**src/rtl/muldiv_issue.sv**
```systemverilog
// Execute-stage initiator for the M-extension multiply/divide unit: decodes
// funct3, launches the unit, stalls until done and hands the result to writeback.
module muldiv_issue #(
  parameter bit CACHE_EN = 1'b1
) (
  input  logic        clk,
  input  logic        reset,
  input  logic        ex_valid,
  input  logic [2:0]  ex_funct3,
  input  logic [31:0] ex_rs1,
  input  logic [31:0] ex_rs2,
  input  logic [4:0]  ex_rd,
  input  logic        flush,
  output logic        stall_o,
  output logic        md_start,
  output logic [31:0] md_A,
  output logic [31:0] md_B,
  output logic [1:0]  md_op_mul,
  output logic [1:0]  md_op_div,
  output logic        md_sel,
  input  logic [31:0] md_R,
  input  logic        md_done,
  output logic        wb_valid,
  output logic [4:0]  wb_rd,
  output logic [31:0] wb_data
);

  typedef enum logic [1:0] {IDLE, BUSY, DRAIN, RESP} state_t;

  state_t      state_q;
  logic [2:0]  f3_q;
  logic [31:0] a_q;
  logic [31:0] b_q;
  logic [4:0]  rd_q;
  logic        start_q;
  logic [31:0] wb_data_q;

  logic        cv_q;
  logic [2:0]  ct_f3_q;
  logic [31:0] ct_a_q;
  logic [31:0] ct_b_q;
  logic [31:0] cd_q;

  logic accept;
  logic hit;

  assign accept = (state_q == IDLE) && ex_valid && !flush;
  assign hit    = CACHE_EN && cv_q && (ct_f3_q == ex_funct3) &&
                  (ct_a_q == ex_rs1) && (ct_b_q == ex_rs2);

  always_ff @(posedge clk or negedge reset) begin
    if (!reset) begin
      state_q   <= IDLE;
      f3_q      <= 3'd0;
      a_q       <= 32'd0;
      b_q       <= 32'd0;
      rd_q      <= 5'd0;
      start_q   <= 1'b0;
      wb_data_q <= 32'd0;
      cv_q      <= 1'b0;
      ct_f3_q   <= 3'd0;
      ct_a_q    <= 32'd0;
      ct_b_q    <= 32'd0;
      cd_q      <= 32'd0;
    end else begin
      start_q <= 1'b0;
      case (state_q)
        IDLE: begin
          if (accept) begin
            f3_q <= ex_funct3;
            a_q  <= ex_rs1;
            b_q  <= ex_rs2;
            rd_q <= ex_rd;
            if (hit) begin
              wb_data_q <= cd_q;
              state_q   <= RESP;
            end else begin
              start_q <= 1'b1;
              state_q <= BUSY;
            end
          end
        end
        BUSY: begin
          // A completed result is cached even when the instruction was flushed.
          if (md_done) begin
            ct_f3_q <= f3_q;
            ct_a_q  <= a_q;
            ct_b_q  <= b_q;
            cd_q    <= md_R;
            cv_q    <= CACHE_EN;
            if (flush) begin
              state_q <= IDLE;
            end else begin
              wb_data_q <= md_R;
              state_q   <= RESP;
            end
          end else if (flush) begin
            state_q <= DRAIN;
          end
        end
        DRAIN: begin
          if (md_done) state_q <= IDLE;
        end
        RESP: begin
          state_q <= IDLE;
        end
        default: state_q <= IDLE;
      endcase
    end
  end

  always_comb begin
    stall_o = 1'b0;
    case (state_q)
      IDLE:    stall_o = accept;
      BUSY:    stall_o = 1'b1;
      DRAIN:   stall_o = ex_valid;
      RESP:    stall_o = 1'b0;
      default: stall_o = 1'b0;
    endcase
  end

  assign md_start  = start_q;
  assign md_A      = a_q;
  assign md_B      = b_q;
  assign md_op_mul = f3_q[1:0];
  assign md_op_div = f3_q[1:0];
  assign md_sel    = f3_q[2];
  assign wb_valid  = (state_q == RESP) && !flush;
  assign wb_rd     = rd_q;
  assign wb_data   = wb_data_q;

endmodule

```
**config.mk**
```make
export PLATFORM = sky130hd
export DESIGN_NAME = muldiv_issue
export DESIGN_NICKNAME = d
export VERILOG_FILES = /design/src/rtl/muldiv_issue.sv
export SDC_FILE = /design/constraint.sdc
export NUM_CORES = 1
export LEC_CHECK = 0
export ABC_CLOCK_PERIOD_IN_PS = 4180
export BUFFER_PORTS_ARGS = -buffer_cell sky130_fd_sc_hd__buf_2
export CAP_MARGIN = 0
export CELL_PAD_IN_SITES_DETAIL_PLACEMENT = 1
export CELL_PAD_IN_SITES_GLOBAL_PLACEMENT = 2
export CORE_UTILIZATION = 33
export DETAILED_ROUTE_END_ITERATION = 10
export PLACE_DENSITY_LB_ADDON = 0.1
export SLEW_MARGIN = 20
export SYNTH_ARGS = -nofsm -noshare
export SYNTH_HDL_FRONTEND = slang
export SYNTH_SLANG_ARGS = --single-unit
export TNS_END_PERCENT = 1
```
**constraint.sdc**
```tcl
create_clock -name clk -period 4.18 [get_ports clk]
set_input_delay 0.418 -clock clk [delete_from_list [all_inputs] [get_ports clk]]
set_output_delay 0.418 -clock clk [all_outputs]
set_load 0.01 [all_outputs]
```
Word-level counts from Yosys, hierarchy flattened. Cells that the tools add are included. Widths: inputs -> output; s select.

Bits in latches: 0. Register bits after elaboration: 207. Memories: 0. Output and inout bits: 109. Logic and storage cells: 53. Memory bits (writable): 0. Memory bits (read-only): 0.

Add/subtract/negate cells: 0. Divide/modulo/power cells: 0. Equal/unequal tests: 12. $mul: 0. Bitwise operators: 0. Muxes and demuxes: 16. Reductions and logical operators: 13. Order comparisons: 0. Shift-type cells: 0.

Operator list (number): $mux 32 (4); $eq 32x32->1 (2); $pmux 32 s2 (1); $mux 2 (6); $ne 2x2->1 const B (5); $pmux 2 s4 (1); $logic_and 1x1->1 (6); $reduce_and 5->1 (1); $eq 2x2->1 const B (2); $pmux 1 s4 (1); $reduce_and 2->1 (2); $eq 3x3->1 (1); $mux 1 (3); $ne 3x3->1 const B (1); $reduce_and 3->1 (1); $eq 2x1->1 const B (1); $logic_not 2->1 (1); $reduce_bool 2->1 (1); $logic_not 1->1 (1).

Logic depth before layout (Yosys ltp).
Depth in word-level cells: 7. Mapped depth: 8. Gate-level depth less buffers: 6.

Least setup slack after synthesis. No wires, ideal clock.

Path kind: input-to-reg. From: input flush. To: register wb_data_q[10] (netlist: wb_data[10]). Arrival: 2.053 ns. Stages: 7. Slack: 2.002 ns. Cells stage by stage: buf_6 or4b_1 buf_2 nor4_4 a21o_4 buf_12 mux2_4.

Cells in the longest elaborated chain, start to end: 4.

Ends and longest elaborated chain: start: declaration (line 13) `input logic flush,`; $logic_not 1->1 (line 47) `assign accept = (state_q == IDLE) && ex_valid && !flush;`; $logic_and 1x1->1 (line 47); $ne 2x2->1 (no line); $reduce_and 5->1 (no line) (*); end signal: assignment (line 75) `wb_data_q <= cd_q;`; end signal: assignment (line 94) `wb_data_q <= md_R;`; end: declaration (line 36) `logic [31:0] wb_data_q;`.

Mark *: on every way between the ends. The rest lies on a longest branch, timed or not. A chain may end at the register's enable or synchronous reset.

Worst setup path in the final report.
From: register ct_a_q[29]. To: register wb_data_q[31] (netlist: wb_data[31]).

Cells in the longest elaborated chain, start to end: 5.

Ends and longest elaborated chain: start: declaration (line 40) `logic [31:0] ct_a_q;`; start signal: assignment (line 87) `ct_a_q <= a_q;`; $eq 32x32->1 (line 49) `(ct_a_q == ex_rs1) && (ct_b_q == ex_rs2);`; $logic_and 1x1->1 (line 48) `assign hit = CACHE_EN && cv_q && (ct_f3_q == ex_funct3) &&`; $logic_and 1x1->1 (line 49); $ne 2x2->1 (no line); $reduce_and 5->1 (no line).

Every way passes these cells.

==> flow_summary.yaml <==
worst_setup_path:
  crit_buf_inv: 0
  cp_slowest_cell: "nor4_1"
  crit_required_ns: 4.57
  cp.arrival_ns: 3.28
  crit_path_cell_trace: "xor2_1, nor4_1, nand3_1, nor4_4, a21o_4, mux2_1"
  r2r-start: "ct_a_q[29]$_DFFE_PN0P_"
  criticalPathCategory: "reg -> reg"
  cp_slowest_stage_delay_ns: 0.71
  reg2reg_slack_ns: 1.29
  critical-path-top-delay-family: "simple AND/OR/NAND/NOR gates"
  critPathLaunchType: "flip-flop"
  cp-end-kind: "flip-flop"
  critPathMaxFanout: 32
  crit_path_start: "ct_a_q[29]$_DFFE_PN0P_"
synth:
  synth.area.top_cells: "dfrtp_1 57%, mux2_2 25%, mux2_4 5.0%"
  avgSynthCellArea_um2: 15.2
  synth_seq_cells: 207
  synth_top_area_cell: "dfrtp_1"
  syn-num-nets: 708
  ys.warnings.count: 0
  synth.distinct_cells: 37
  netlist_area_um2: 9090
  syn_inst: 599
  synth_seq_area_share: 0.570
  post-synth-top-area-fraction: 0.570
detailed_routing:
  drt-initial-drc-count: 190
  ant_nets: 0
  wl_per_cell_um: 18.9
  vias: 5622
  routed_wl_um: 22300
  viasPerCell: 4.77
  dr.pass1.iters: 4
  drc: 0
flow_run:
  max-cap-violations: 0
grt:
  antenna_found_initial: 3
  grt_usage: 0.163
  grt_pass1_wl_um: 36300
  globalRouteOverflowTotal: 0
  grt_pass1_vias: 6450
  grt_max_degree: 85
pwr:
  power_leakage_nw: 5.27
  p_per_area_nw_per_um2: 749
  p_total_w: 0.00843
  irDropWorstVdd_mv: 0.310
sta:
  skew_ns: 0.0145
  finalCriticalPeriod_ns: 2.89
  rsz0062_at_grt: "no"
  maxSlewHeadroom: 0.405
  min_period_over_period: 0.691
  timing.hold.ws_ns: 0.159
  setup_viol: 0
  setup-tns-final_ns: 0
  setup_ws_ns: 1.29
  fmax_mhz: 346
  hold_violations: 0
  slew_viol_final: 0
  worst_pin_slew_ns: 0.892
placed_design:
  gp_congestion: 0.750
  place.detailed.hpwl_um: 15400
  dp_slack_ns: 1.05
  port_buffers: 217
run_status:
  outcome: "completed"
floorplan:
  rows: 60
  fp.coreArea_um2: 27000
  die_h_um: 168
  ioPinCount: 218
  dieWidth_um: 168
  start_util: 0.337
  dieArea_um2: 28200
cts:
  clk_path_buf_depth: 3
  clk_latency_ns: 0.50
  clockRootBuffer: "clkbuf_16"
  cts_sinks: 207
  numCtsBuffers: 25
  clk_pin_slew_worst_paths_ns: 0.06
  cts_tree: "done"
  htreeDepth: 1
worst_hold_path:
  hp-start: "md_R[7]"
  min_path_type: "in -> reg"
final_layout:
  fin_nets: 928
  layout-drive-gt1-share: 0.596
  syn2layout_area_growth_pct: 24.0
  mostFrequentLayoutCells: "216 x buf_2, 207 x dfrtp_1, 203 x mux2_2"
  layout_commonest_cell: "buf_2"
  fillers: 2804
worst reg2reg max path: cells and delay by family, from the launching register on:
family,cells,cell delay [ns]
xor gates and xnor gates,1,0.14
AOI/OAI and AO/OA,1,0.57
and+or+nand+nor,3,1.28
muxes,1,0.41
DFF,1,0.38
registers in the layout, summed over array words and instances (netlist names):
signal / cells
cd_q: 32
ct_a_q: 32
ct_b_q: 32
md_A: 32
md_B: 32
wb_data: 32
wb_rd: 5
ct_f3_q: 3
f3_q: 3
state_q: 2
cv_q: 1
md_start: 1
final cells by class:
class	instances	area (um^2)	area share
Antenna cell	2	5.00	0.000444
Clock buffer	39	738	0.0655
Clock inverter	5	25.0	0.00222
Inverter	5	18.8	0.00167
Multi-Input combinational cell	356	3710	0.329
Sequential cell	207	5180	0.460
Tap cell	341	427	0.0379
Timing Repair Buffer	224	1160	0.103
cell families (layout without fill, tap and decap cells):
kind of cell | Yosys count | after routing | synth area share
multiplexers | 235 | 235 | 0.304
flip-flops | 207 | 207 | 0.570
XOR/XNOR | 56 | 56 | 0.0540
AND/OR/NAND/NOR | 49 | 49 | 0.0344
buffers and inverters | 36 | 273 | 0.0238
AO/OA/AOI/OAI | 16 | 16 | 0.0140
other | 0 | 2 | 0
power breakdown:
part	internal [W]	switching, W	leakage (nW)
registers	0.00299	0.000639	2.50
logic	0.00160	0.00119	2.39
clock network	0.00120	0.000811	0.380
per-stage QoR:
step	std cells	utilization	area (um^2)
2_1_floorplan	599	-	9090
3_3_place_gp	1132	0.389	10500
3_5_place_dp	1132	0.389	10500
4_1_cts	1177	0.418	11300
5_1_grt	1178	0.418	11300
6_report	1179	0.418	11300
synthesized netlist by cell type (all sizes together):
cell type  count
a2111oi        2
nor2b          6
a21o           2
mux2         235
o21ai          1
a21oi          4
a211oi         1
and2b          1
dfrtp        207
a222oi         1
buf           23
nand3          2
nor2           6
clkbuf         8
o21a           1
xor2          38
and4           1
nor3           2
o2111ai        3
nand2b         9
a221o          1
nor4          12
nand4          6
nand2          2
inv            5
xnor2         18
nor4b          1
or4b           1
per-layer routing:
layer / global-route usage / part of all wire
met2: 0.270 / 0.48
met1: 0.216 / 0.45
met3: 0.0374 / 0.060
met5: 0 / 0.00058
met4: 0.0383 / 0.015
path summary, 6_finish.rpt:
path / to / cells after the start
min reg2reg: cv_q$_DFFE_PN0P_ / 1
max reg2reg: wb_data[31]$_DFFE_PN0P_ / 6
max: wb_data[31]$_DFFE_PN0P_ / 6
max in group asynchronous: md_B[26]$_DFFE_PN0P_ / 3
min in group asynchronous: ct_a_q[11]$_DFFE_PN0P_ / 2
min: cd_q[7]$_DFFE_PN0P_ / 2
timing repair:
| action | in CTS | in global routing |
|---|---|---|
| gates resized for setup | 0 | 0 |
| setup buffers | 0 | 0 |
| hold buffers | 1 | 0 |
| endpoints found under the hold margin | 12 | 0 |
No activity file was read; power rests on OpenSTA's default activity.
